`src/rtl/rf_pkg.sv`:
```
// Shared register-file types and widths, imported by register_file and its
// writeback queue so both agree on the entry layout.
package rf_pkg;

  localparam int XLEN     = 32;
  localparam int AW       = 5;
  localparam int NUM_REGS = 32;

  typedef struct packed {
    logic [AW-1:0]   rd;
    logic [XLEN-1:0] data;
  } wb_entry_t;

endpackage

```
`src/rtl/reg_wb_queue_if.sv`:
```
// Producer / register-file / decode-bypass signal bundle of the writeback queue.
// The slave modport is the queue itself; the master modport is its environment.
interface reg_wb_queue_if
  import rf_pkg::*;
#(
  parameter int DEPTH = 4,
  parameter int XLEN  = rf_pkg::XLEN,
  parameter int AW    = rf_pkg::AW
);

  localparam int CW = $clog2(DEPTH) + 1;

  logic            in_valid;
  logic            in_ready;
  logic [AW-1:0]   in_rd;
  logic [XLEN-1:0] in_data;

  logic            drain_en;
  logic            wr_en;
  logic [AW-1:0]   wr_reg;
  logic [XLEN-1:0] wr_data;

  logic [AW-1:0]   rd_reg_1;
  logic [AW-1:0]   rd_reg_2;
  logic            fwd_hit_1;
  logic [XLEN-1:0] fwd_data_1;
  logic            fwd_hit_2;
  logic [XLEN-1:0] fwd_data_2;

  logic [CW-1:0]   count;
  logic            empty;
  logic            full;

  modport slave (
    input  in_valid, in_rd, in_data, drain_en, rd_reg_1, rd_reg_2,
    output in_ready, wr_en, wr_reg, wr_data,
           fwd_hit_1, fwd_data_1, fwd_hit_2, fwd_data_2,
           count, empty, full
  );

  modport master (
    output in_valid, in_rd, in_data, drain_en, rd_reg_1, rd_reg_2,
    input  in_ready, wr_en, wr_reg, wr_data,
           fwd_hit_1, fwd_data_1, fwd_hit_2, fwd_data_2,
           count, empty, full
  );

endinterface

```
`src/rtl/wb_fwd_lookup.sv`:
```
// Bypass lookup for one decode read port: finds the youngest pending entry
// whose destination matches the read address.
module wb_fwd_lookup
  import rf_pkg::*;
#(
  parameter int DEPTH = 4,
  parameter int XLEN  = rf_pkg::XLEN,
  parameter int AW    = rf_pkg::AW
) (
  input  wb_entry_t                  entries [DEPTH],
  input  logic [DEPTH-1:0]           valid,
  input  logic [$clog2(DEPTH)-1:0]   head,
  input  logic [AW-1:0]              rd_addr,
  output logic                       hit,
  output logic [XLEN-1:0]            data
);

  localparam int PW = $clog2(DEPTH);

  logic [PW-1:0] idx;

  // Walk oldest to youngest so a later (younger) match overrides older ones.
  always_comb begin
    hit  = 1'b0;
    data = '0;
    idx  = '0;
    if (rd_addr != '0) begin
      for (int i = 0; i < DEPTH; i++) begin
        idx = head + PW'(i);
        if (valid[idx] && (entries[idx].rd == rd_addr)) begin
          hit  = 1'b1;
          data = entries[idx].data;
        end
      end
    end
  end

endmodule

```
`src/rtl/reg_wb_queue.sv`:
```
// Writeback queue in front of the register file write port, with a bypass
// lookup over pending results for both decode read ports.
module reg_wb_queue
  import rf_pkg::*;
#(
  parameter int DEPTH = 4,
  parameter int XLEN  = rf_pkg::XLEN,
  parameter int AW    = rf_pkg::AW
) (
  input  logic          clk,
  input  logic          rst_n,
  reg_wb_queue_if.slave bus
);

  localparam int PW = $clog2(DEPTH);
  localparam int CW = PW + 1;

  wb_entry_t        entries [DEPTH];
  logic [DEPTH-1:0] valid_q;
  logic [PW-1:0]    head_q;
  logic [PW-1:0]    tail_q;
  logic [CW-1:0]    count_q;

  logic             is_empty;
  logic             is_full;
  logic             push;
  logic             pop;

  logic             hit_1;
  logic             hit_2;
  logic [XLEN-1:0]  fwd_1;
  logic [XLEN-1:0]  fwd_2;

  // A full queue refuses new work even while draining; x0 results are
  // acknowledged but never stored.
  assign is_empty = (count_q == '0);
  assign is_full  = (count_q == CW'(DEPTH));
  assign push     = bus.in_valid && !is_full && (bus.in_rd != '0);
  assign pop      = bus.drain_en && !is_empty;

  assign bus.in_ready = !is_full;
  assign bus.count    = count_q;
  assign bus.empty    = is_empty;
  assign bus.full     = is_full;

  assign bus.wr_en   = pop;
  assign bus.wr_reg  = is_empty ? '0 : entries[head_q].rd;
  assign bus.wr_data = is_empty ? '0 : entries[head_q].data;

  // Pointer and occupancy bookkeeping; pointers wrap by natural rollover.
  always_ff @(posedge clk or negedge rst_n) begin
    if (!rst_n) begin
      head_q  <= '0;
      tail_q  <= '0;
      count_q <= '0;
    end else begin
      if (push) tail_q <= tail_q + PW'(1);
      if (pop)  head_q <= head_q + PW'(1);
      case ({push, pop})
        2'b10:   count_q <= count_q + CW'(1);
        2'b01:   count_q <= count_q - CW'(1);
        default: count_q <= count_q;
      endcase
    end
  end

  // Entry storage and the valid mask seen by the bypass lookup.
  always_ff @(posedge clk or negedge rst_n) begin
    if (!rst_n) begin
      for (int i = 0; i < DEPTH; i++) entries[i] <= '0;
      valid_q <= '0;
    end else begin
      if (pop) valid_q[head_q] <= 1'b0;
      if (push) begin
        entries[tail_q] <= '{rd: bus.in_rd, data: bus.in_data};
        valid_q[tail_q] <= 1'b1;
      end
    end
  end

  wb_fwd_lookup #(.DEPTH(DEPTH), .XLEN(XLEN), .AW(AW)) u_fwd_1 (
    .entries (entries),
    .valid   (valid_q),
    .head    (head_q),
    .rd_addr (bus.rd_reg_1),
    .hit     (hit_1),
    .data    (fwd_1)
  );

  wb_fwd_lookup #(.DEPTH(DEPTH), .XLEN(XLEN), .AW(AW)) u_fwd_2 (
    .entries (entries),
    .valid   (valid_q),
    .head    (head_q),
    .rd_addr (bus.rd_reg_2),
    .hit     (hit_2),
    .data    (fwd_2)
  );

  assign bus.fwd_hit_1  = hit_1;
  assign bus.fwd_data_1 = fwd_1;
  assign bus.fwd_hit_2  = hit_2;
  assign bus.fwd_data_2 = fwd_2;

endmodule

```
`src/flat_wrapper.sv`:
```
// flat-port wrapper written by rule: the top's interface ports become plain ports
module reg_wb_queue_flat import rf_pkg::*;
#(
  parameter int DEPTH = 4,
  parameter int XLEN  = rf_pkg::XLEN,
  parameter int AW    = rf_pkg::AW
)
  (clk, rst_n, bus_in_valid, bus_in_rd, bus_in_data, bus_drain_en, bus_rd_reg_1, bus_rd_reg_2, bus_in_ready, bus_wr_en, bus_wr_reg, bus_wr_data, bus_fwd_hit_1, bus_fwd_data_1, bus_fwd_hit_2, bus_fwd_data_2, bus_count, bus_empty, bus_full);
  reg_wb_queue_if #(.DEPTH(DEPTH), .XLEN(XLEN), .AW(AW)) bus_i ();
  input  logic clk;
  input  logic rst_n;
  input wire logic [$bits(bus_i.in_valid)-1:0] bus_in_valid;
  input wire logic [$bits(bus_i.in_rd)-1:0] bus_in_rd;
  input wire logic [$bits(bus_i.in_data)-1:0] bus_in_data;
  input wire logic [$bits(bus_i.drain_en)-1:0] bus_drain_en;
  input wire logic [$bits(bus_i.rd_reg_1)-1:0] bus_rd_reg_1;
  input wire logic [$bits(bus_i.rd_reg_2)-1:0] bus_rd_reg_2;
  output wire logic [$bits(bus_i.in_ready)-1:0] bus_in_ready;
  output wire logic [$bits(bus_i.wr_en)-1:0] bus_wr_en;
  output wire logic [$bits(bus_i.wr_reg)-1:0] bus_wr_reg;
  output wire logic [$bits(bus_i.wr_data)-1:0] bus_wr_data;
  output wire logic [$bits(bus_i.fwd_hit_1)-1:0] bus_fwd_hit_1;
  output wire logic [$bits(bus_i.fwd_data_1)-1:0] bus_fwd_data_1;
  output wire logic [$bits(bus_i.fwd_hit_2)-1:0] bus_fwd_hit_2;
  output wire logic [$bits(bus_i.fwd_data_2)-1:0] bus_fwd_data_2;
  output wire logic [$bits(bus_i.count)-1:0] bus_count;
  output wire logic [$bits(bus_i.empty)-1:0] bus_empty;
  output wire logic [$bits(bus_i.full)-1:0] bus_full;
  assign bus_i.in_valid = bus_in_valid;
  assign bus_i.in_rd = bus_in_rd;
  assign bus_i.in_data = bus_in_data;
  assign bus_i.drain_en = bus_drain_en;
  assign bus_i.rd_reg_1 = bus_rd_reg_1;
  assign bus_i.rd_reg_2 = bus_rd_reg_2;
  assign bus_in_ready = bus_i.in_ready;
  assign bus_wr_en = bus_i.wr_en;
  assign bus_wr_reg = bus_i.wr_reg;
  assign bus_wr_data = bus_i.wr_data;
  assign bus_fwd_hit_1 = bus_i.fwd_hit_1;
  assign bus_fwd_data_1 = bus_i.fwd_data_1;
  assign bus_fwd_hit_2 = bus_i.fwd_hit_2;
  assign bus_fwd_data_2 = bus_i.fwd_data_2;
  assign bus_count = bus_i.count;
  assign bus_empty = bus_i.empty;
  assign bus_full = bus_i.full;
  reg_wb_queue #(.DEPTH(DEPTH), .XLEN(XLEN), .AW(AW)) u_core (.clk(clk), .rst_n(rst_n), .bus(bus_i));
endmodule
```
`config.mk`:
```
export PLATFORM = sky130hd
export DESIGN_NAME = reg_wb_queue_flat
export DESIGN_NICKNAME = d
export VERILOG_FILES = /design/src/rtl/rf_pkg.sv /design/src/rtl/reg_wb_queue_if.sv /design/src/rtl/wb_fwd_lookup.sv /design/src/rtl/reg_wb_queue.sv /design/src/flat_wrapper.sv
export SDC_FILE = /design/constraint.sdc
export NUM_CORES = 1
export LEC_CHECK = 0
export ABC_AREA = 1
export CORE_MARGIN = 4
export CORE_UTILIZATION = 35
export CTS_BUF_LIST = sky130_fd_sc_hd__clkbuf_16
export CTS_CLUSTER_DIAMETER = 30
export DETAILED_ROUTE_END_ITERATION = 7
export GPL_ROUTABILITY_DRIVEN = 0
export HOLD_SLACK_MARGIN = 0.1
export PLACE_DENSITY = 0.58
export RECOVER_POWER = 25
export SYNTH_ARGS = -nofsm -noshare
export SYNTH_HDL_FRONTEND = slang
export SYNTH_SLANG_ARGS = --single-unit
```
`constraint.sdc`:
```
create_clock -name clk -period 5.3 [get_ports clk]
set_clock_uncertainty 0.1 [all_clocks]
set_input_delay 0.53 -clock clk [delete_from_list [all_inputs] [get_ports clk]]
set_output_delay 0.53 -clock clk [all_outputs]
set_load 0.01 [all_outputs]
```
==> results of run 1 <==
[sequential cells by signal, indices dropped and copies added (netlist names)]
signal / flops
u_core.bus.count: 3
u_core.entries: 148
u_core.tail_q: 2
u_core.valid_q: 4
u_core.head_q: 2
[critical path: cells and delay by family, from the launching register on]
family / cells / cell delay, ns
AND/OR/NAND/NOR: 7 / 0.87
flip-flops: 1 / 0.37
AO/OA/AOI/OAI: 2 / 0.41
buffers and inverters: 5 / 1.82
adder cells (fa/ha/maj): 1 / 0.44
[routing by layer]
metal  part of all wire, %  wire length (um)  global-route usage (%)
met5                     0                 0                       0
met4                   1.0               507                   4.150
met3                    11              5415                   5.744
met2                    37             18130                   29.86
met1                    50             24380                   38.05
[cells in the final DEF, fill, tap and decap left out, types with 3 or more instances in the layout]
cell             count
ha_1                 8
clkinv_4             4
o21ai_1             22
clkinv_2             3
nor2_1             190
dfrtp_1            158
inv_6                5
clkdlybuf4s50_1    158
nand3_1             82
o21ai_0            384
nand4_1             73
nor2_2               6
nand2_1            891
a21oi_1             68
nand2_2              4
buf_12               3
clkbuf_16           17
xor2_1               9
buf_4               32
o21a_1               4
inv_1              217
[metrics by stage]
step | worst slack [ns] | utilization [%] | total power, mW
after floorplan | 1.619 | - | 7.444
after global placement | 0.9127 | 40.84 | 10.46
after detailed placement | 0.8342 | 40.84 | 10.59
after CTS | 0.3591 | 42.40 | 11.80
after global routing | 0.04448 | 42.38 | 13.06
final | 0.2947 | 42.38 | 11.99
[layout make-up]
cell class | instances | area share (%)
Timing Repair Buffer | 196 | 12.22
Tap cell | 468 | 3.756
Sequential cell | 159 | 25.55
Clock inverter | 15 | 0.8749
Clock buffer | 17 | 2.729
Multi-Input combinational cell | 1756 | 49.58
Inverter | 219 | 5.289
[logic make-up (layout without fill, tap and decap cells)]
group,Yosys count,in the layout,synth area share [%]
fa+ha+maj,10,10,1.009
buf+inv,378,447,11.31
xor+xnor,10,10,0.6664
simple gates,1256,1256,38.39
flops,159,159,30.27
compound gates,480,480,18.35
[where the power goes]
part / switching (mW) / internal (mW) / total, mW
logic: 5.94 / 2.69 / 8.63
clock network: 0.524 / 0.652 / 1.18
registers: 0.409 / 1.78 / 2.19
[how the worst max path moves through the flow]
stage / depth (start not counted) / end / slack [ns] / start
after floorplan: 18 / bus_fwd_data_2[12] / 1.62 / u_core.head_q[0]$_DFFE_PN0N_
after global placement: 15 / bus_fwd_data_1[28] / 0.91 / u_core.head_q[1]$_DFFE_PN0N_
after detailed placement: 15 / bus_fwd_data_1[28] / 0.83 / u_core.head_q[1]$_DFFE_PN0N_
after CTS: 15 / bus_fwd_data_1[28] / 0.36 / u_core.head_q[1]$_DFFE_PN0N_
after global routing: 15 / bus_fwd_data_1[30] / 0.04 / u_core.head_q[1]$_DFFE_PN0N_
final: 15 / bus_fwd_data_1[28] / 0.29 / u_core.head_q[1]$_DFFE_PN0N_
[timing repair]
action | 4_1_cts | 5_1_grt
buffers inserted | 0 | 0
endpoints found under the setup margin | 0 | 0
endpoints found under the hold margin | 61 | 0
hold buffers | 1 | 0
==> flow_summary.json, run 1 <==
{
  "synth_edf_count": 0,
  "multiInputGateArea_um2": 7729,
  "violations": "max-capacitance violations, max-slew violations",
  "p_per_area_nw_per_um2": 769.3,
  "rsz0062_at_grt": "no",
  "first_pass_iters": 5,
  "place_hpwl_um": 36060,
  "clock_sinks": 159,
  "crit_top_cell": "nand2_1",
  "max_slew_margin_pct": -129.3,
  "synth_sequential_area_ratio_pct": 30.27,
  "ff2ff_path_depth": 9,
  "port_buffers": 160,
  "routed_wl_um": 48430,
  "core_um2": 36790,
  "setup_viol": 0,
  "synth_top_area_share_pct": 30.27,
  "nets": 2410,
  "worst_path_max_delay_cell": "clkdlybuf4s50_1",
  "die_width_um": 201.8,
  "crit_fanout": 33,
  "wire_per_inst_um": 17.11,
  "fp.dieH_um": 201.8,
  "via_per_inst": 5.249,
  "row_count": 70,
  "slew_violations": 64,
  "htreeDepth": 4,
  "grt_pass1_vias": 12816,
  "drv_cap": 1,
  "rrSetupSlack_ns": 2.53,
  "synth_area_leaders": "dfrtp_1, nand2_1, o21ai_0, inv_1, nor2_1",
  "detail-route-antenna-nets": 0,
  "clk_pin_slew_worst_paths_ns": 0.07,
  "p_leak_nw": 7.647,
  "grt_max_degree": 129,
  "clock-root-buffer": "clkbuf_16",
  "cts_tree": "yes",
  "cp-start-kind": "register",
  "path_cells": "clkinv_2 > ha_4 > clkinv_1 > nand3_1 > nand2_1 > nand2_1 > nand2_1 > nor2_2 > buf_4 > nand3_2 > a21oi_2 > buf_4 > nand2_1 > a21oi_1 > clkdlybuf4s50_1",
  "drc_errors": 0,
  "dp.cells": 2797,
  "min_period_ns": 5.005,
  "finalHoldWorstSlack_ns": 0.3830,
  "n_antenna_cell": 0,
  "reg2reg_from": "u_core.bus.count[0]$_DFFE_PN0P_",
  "synth_common_cells": "nand2_1, o21ai_0, inv_1",
  "regArea_um2": 3983,
  "stdcell_count": 2830,
  "num_vias": 14856,
  "synthFlopType": "dfrtp_1",
  "cts_resized": 0,
  "worstPathArrival_ns": 4.38,
  "end_kind": "output port",
  "synth_nets": 2354,
  "cts_buffer_depth": 2,
  "holdPathEnd": "u_core.entries[86]$_DFFE_PN0P_",
  "track_usage_pct": 23.10,
  "tns_ns": 0,
  "finalHoldViolations": 0,
  "initial_utilization_pct": 35.73,
  "grt_pass1_wl_um": 75350,
  "fmax_mhz": 199.8,
  "cp_slowest_stage_delay_ns": 0.60,
  "overflow": 0,
  "cts-buffers-inserted": 17,
  "grt_antenna_before_repair": 0,
  "status": "finished with violations",
  "syn_inst": 2293,
  "ir_drop_mv": 0.4460,
  "synth_top_area_cell": "dfrtp_1",
  "stdcell_area_um2": 15590,
  "drtIter0Drc": 2093,
  "hp-class": "register to register",
  "placed_area_um2": 15020,
  "post-route-period-util_pct": 94.44,
  "hold_path_startpoint": "u_core.entries[86]$_DFFE_PN0P_",
  "async_flop_share_pct": 100.0,
  "syn2layout_area_growth_pct": 18.60,
  "required_ns": 4.67,
  "synth.most_common_cell": "nand2_1",
  "ys_seq_elements": 159,
  "worstSkewPairLatency_ns": 0.42,
  "netlist_area_um2": 13140,
  "ys_warn_count": 0,
  "syn_avg_cell_area_um2": 5.732,
  "hold_depth": 2,
  "fillers": 3952,
  "io_pins": 161,
  "critPathKind": "register to output port",
  "drive_above_1_share_pct": 3.683,
  "r2r-end": "u_core.bus.count[2]$_DFFE_PN0P_",
  "synth.distinct_cells": 28,
  "die-area_um2": 40720,
  "tightest_slew_ns": 3.439
}
Note: power is estimated with default switching activity, not from simulation.
==> run 2: changes to the inputs <==
--- a/config.mk
+++ b/config.mk
@@ -10,6 +10,7 @@
 export CORE_UTILIZATION = 35
 export CTS_BUF_LIST = sky130_fd_sc_hd__clkbuf_16
 export CTS_CLUSTER_DIAMETER = 30
+export CTS_CLUSTER_SIZE = 8
 export DETAILED_ROUTE_END_ITERATION = 7
 export GPL_ROUTABILITY_DRIVEN = 0
 export HOLD_SLACK_MARGIN = 0.1
==> results of run 2 <==
The final DEF is identical to that of run 1; final timing and power are the same.
==> RTL edit: new RTL, config.mk and constraints of run 1 <==
`XLEN`: 32 -> 36.
--- a/src/rtl/rf_pkg.sv
+++ b/src/rtl/rf_pkg.sv
@@ -2,7 +2,7 @@
 // writeback queue so both agree on the entry layout.
 package rf_pkg;
 
-  localparam int XLEN     = 32;
+  localparam int XLEN     = 36;
   localparam int AW       = 5;
   localparam int NUM_REGS = 32;
 
Ports: changed (resized bus_fwd_data_1, bus_fwd_data_2, bus_in_data and bus_wr_data); port bits go from 161 to 177. The function was not compared with the original's and may differ.
==> RTL edit against run 1 <==
  * The flow still finishes with violations (max-capacitance violations, max-slew violations)
  * Power is 0.31% higher
  * Count of clock-buffer cells in the layout stayed put
  * Fmax is 2.6% higher
  * Die area is 6.9% higher
  * Sequential power is 9.1% higher
  * Sequential cell count is 16 higher
  * Wire length hardly changed
  * Final cell count is 7.2% higher
  * Design area is 7.1% higher
  * Area after synthesis is 7.2% higher
  * Sequential share of layout area is 0.71 points higher
  * Worst setup slack better by 0.12 ns
  * Critical endpoint is now bus_fwd_data_2[34]
  * Largest cell class unchanged
==> RTL edit: results (changes against run 1) <==
fillerInstances: 4293  # was 3,952
grt_pass1_wl_um: 77600  # was 75,400 um
path_delay_family: "buffers and inverters"  # unchanged
io_buffers: 176  # was 160
status: "finished, violations left"  # unchanged
htreeDepth: 4  # unchanged
antenna_found_initial: 0  # unchanged
numCtsBuffers: 17  # unchanged
synth-xor-area-share: 0.00560  # was 0.00666
first_iter_violations: 1192  # was 2,093
dr_wl_met3_um: 3280  # was 5420 um
fin_util: 0.420  # was 0.424
avgViaCountPerCell: 5.08  # was 5.25
tightestPinTransition_ns: 2.89  # was 3.44 ns
wl_met2_um: 22100  # was 18,100 um
hpwl_um: 32400  # was 36,100 um
synth_compound_area_frac: 0.217  # was 0.184
synth_fa_ha_area_frac: 0.00941  # was 0.0101
dpl_cell_area_um2: 16100  # was 15,000 um2
crit_slowest_cell: "clkdlybuf4s50_1"  # unchanged
synth.area.top_cells: "dfrtp_1 31%, nand2_1 24%, o21ai_0 18%, inv_1 6.5%, nor2_1 5.5%"  # was dfrtp_1 30%, nand2_1 26%, o21ai_0 15%, inv_1 6.2%, nor2_1 5.5%
drive_above_1_share: 0.0307  # was 0.0368
vdd_ir_drop_max_mv: 0.300  # was 0.446 mV
p_int_mw: 5.53  # was 5.12 mW
synthMuxAreaShare: 0  # unchanged
first_pass_iters: 5  # unchanged
violations: "max-capacitance violations, max-slew violations"  # unchanged
regMostFlops: "u_core.entries"  # unchanged
antenna_cells: 0  # unchanged
ys_types: 29  # was 28
cts.clk_slew.worst_paths_ns: 0.06
synth_common_cells: "915 x nand2_1, 499 x o21ai_0, 243 x inv_1, 206 x nor2_1, 175 x dfrtp_1"  # was 895 x nand2_1, 384 x o21ai_0, 217 x inv_1, 192 x nor2_1, 159 x dfrtp_1
wire_per_inst_um: 15.9  # was 17.1 um
m1WireLength_um: 21800  # was 24,400 um
crit-reg2reg-launch: "u_core.bus.count[0]"  # unchanged
syn_avg_cell_area_um2: 5.79  # was 5.73 um2
largest_reg_flops: 164  # was 148
drt-total-wl_um: 48400  # about the same
maxSlewViolCount: 54  # was 64
grt_max_degree: 119  # was 129
layout.nets: 2562  # was 2,410
cp-startpoint: "u_core.head_q[0]"  # was u_core.head_q[1]
yosysWarnings: 0  # unchanged
power.leakage_nw: 8.06  # was 7.65 nW
top_layer: "met4"  # unchanged
crit_path_max_fanout: 50  # was 33
place_inst: 3002  # was 2,797
arrival_ns: 4.25  # was 4.38 ns
critPathMaxStageDelay_ns: 0.61
synthesis.nets: 2500  # was 2,354
pre_cts_slack_ns: 0.709  # was 0.834 ns
groute.usage.overall: 0.217  # was 0.231
cts_setup_buffers: 0  # unchanged
synth_seq_area_share: 0.311  # was 0.303
cts-root-buf: "clkbuf_16"  # unchanged
cts_buffer_depth: 2  # unchanged
hp-start: "u_core.entries[102]"  # was u_core.entries[86]
max-cap-violations: 1  # unchanged
synth_edf_count: 0  # unchanged
synth_top_cell_area_share: 0.311  # was 0.303
[RTL edit: cell types whose count changed in the layout (fill, tap and decap cells not counted), moves of 8 or more]
cell / run 1 / this run
dfrtp_1: 158 / 174
nor2_1: 190 / 206
o21ai_0: 384 / 499
buf_4: 32 / 20
nand2_1: 891 / 911
clkdlybuf4s50_1: 158 / 171
a21oi_1: 68 / 76
inv_1: 217 / 245
nand4_1: 73 / 14
[RTL edit: cell families after synthesis]
family	count (synthesis)
simple gates	1231
compound gates	604
buf+inv	406
xor+xnor	9
fa+ha+maj	10
flops	175
[RTL edit: final cells by class]
type | instances | share of cell area
clock buffer | 17 | 0.0255
clock inverter | 15 | 0.00682
inverter | 245 | 0.0555
multi-input combinational | 1854 | 0.488
sequential | 175 | 0.263
tap | 525 | 0.0394
timing repair buffer | 204 | 0.122
[RTL edit: final timing paths]
check	slack [ns]	end	depth (start not counted)
min in group asynchronous	0.55	u_core.entries[5]	2
max in group asynchronous	1.38	u_core.entries[22]	3
max	0.42	bus_fwd_data_2[34]	13
min	0.39	u_core.entries[102]	2
max reg2reg	2.71	u_core.bus.count[2]	8
min reg2reg	0.39	u_core.entries[102]	2
[RTL edit: layer usage]
layer | vias up | GRT usage
li1 | 7799 | -
met1 | 7009 | 0.288
met2 | 524 | 0.362
met3 | 77 | 0.0389
met4 | 0 | 0.0689
met5 | - | 0
[RTL edit: power groups by stage]
stage	Combinational (mW)	Sequential [mW]	Clock, mW
floorplan	5.58	2.29	0
CTS	8.46	2.38	1.20
global placement	8.30	2.38	0
finish	8.46	2.39	1.18
global route	9.62	2.47	1.26
detailed placement	8.42	2.40	0
[RTL edit: timing repair]
action,in CTS,in global routing
endpoints found under the setup margin,0,6
hold endpoints to repair,63,0
gates resized for setup,0,3
hold buffers,1,0
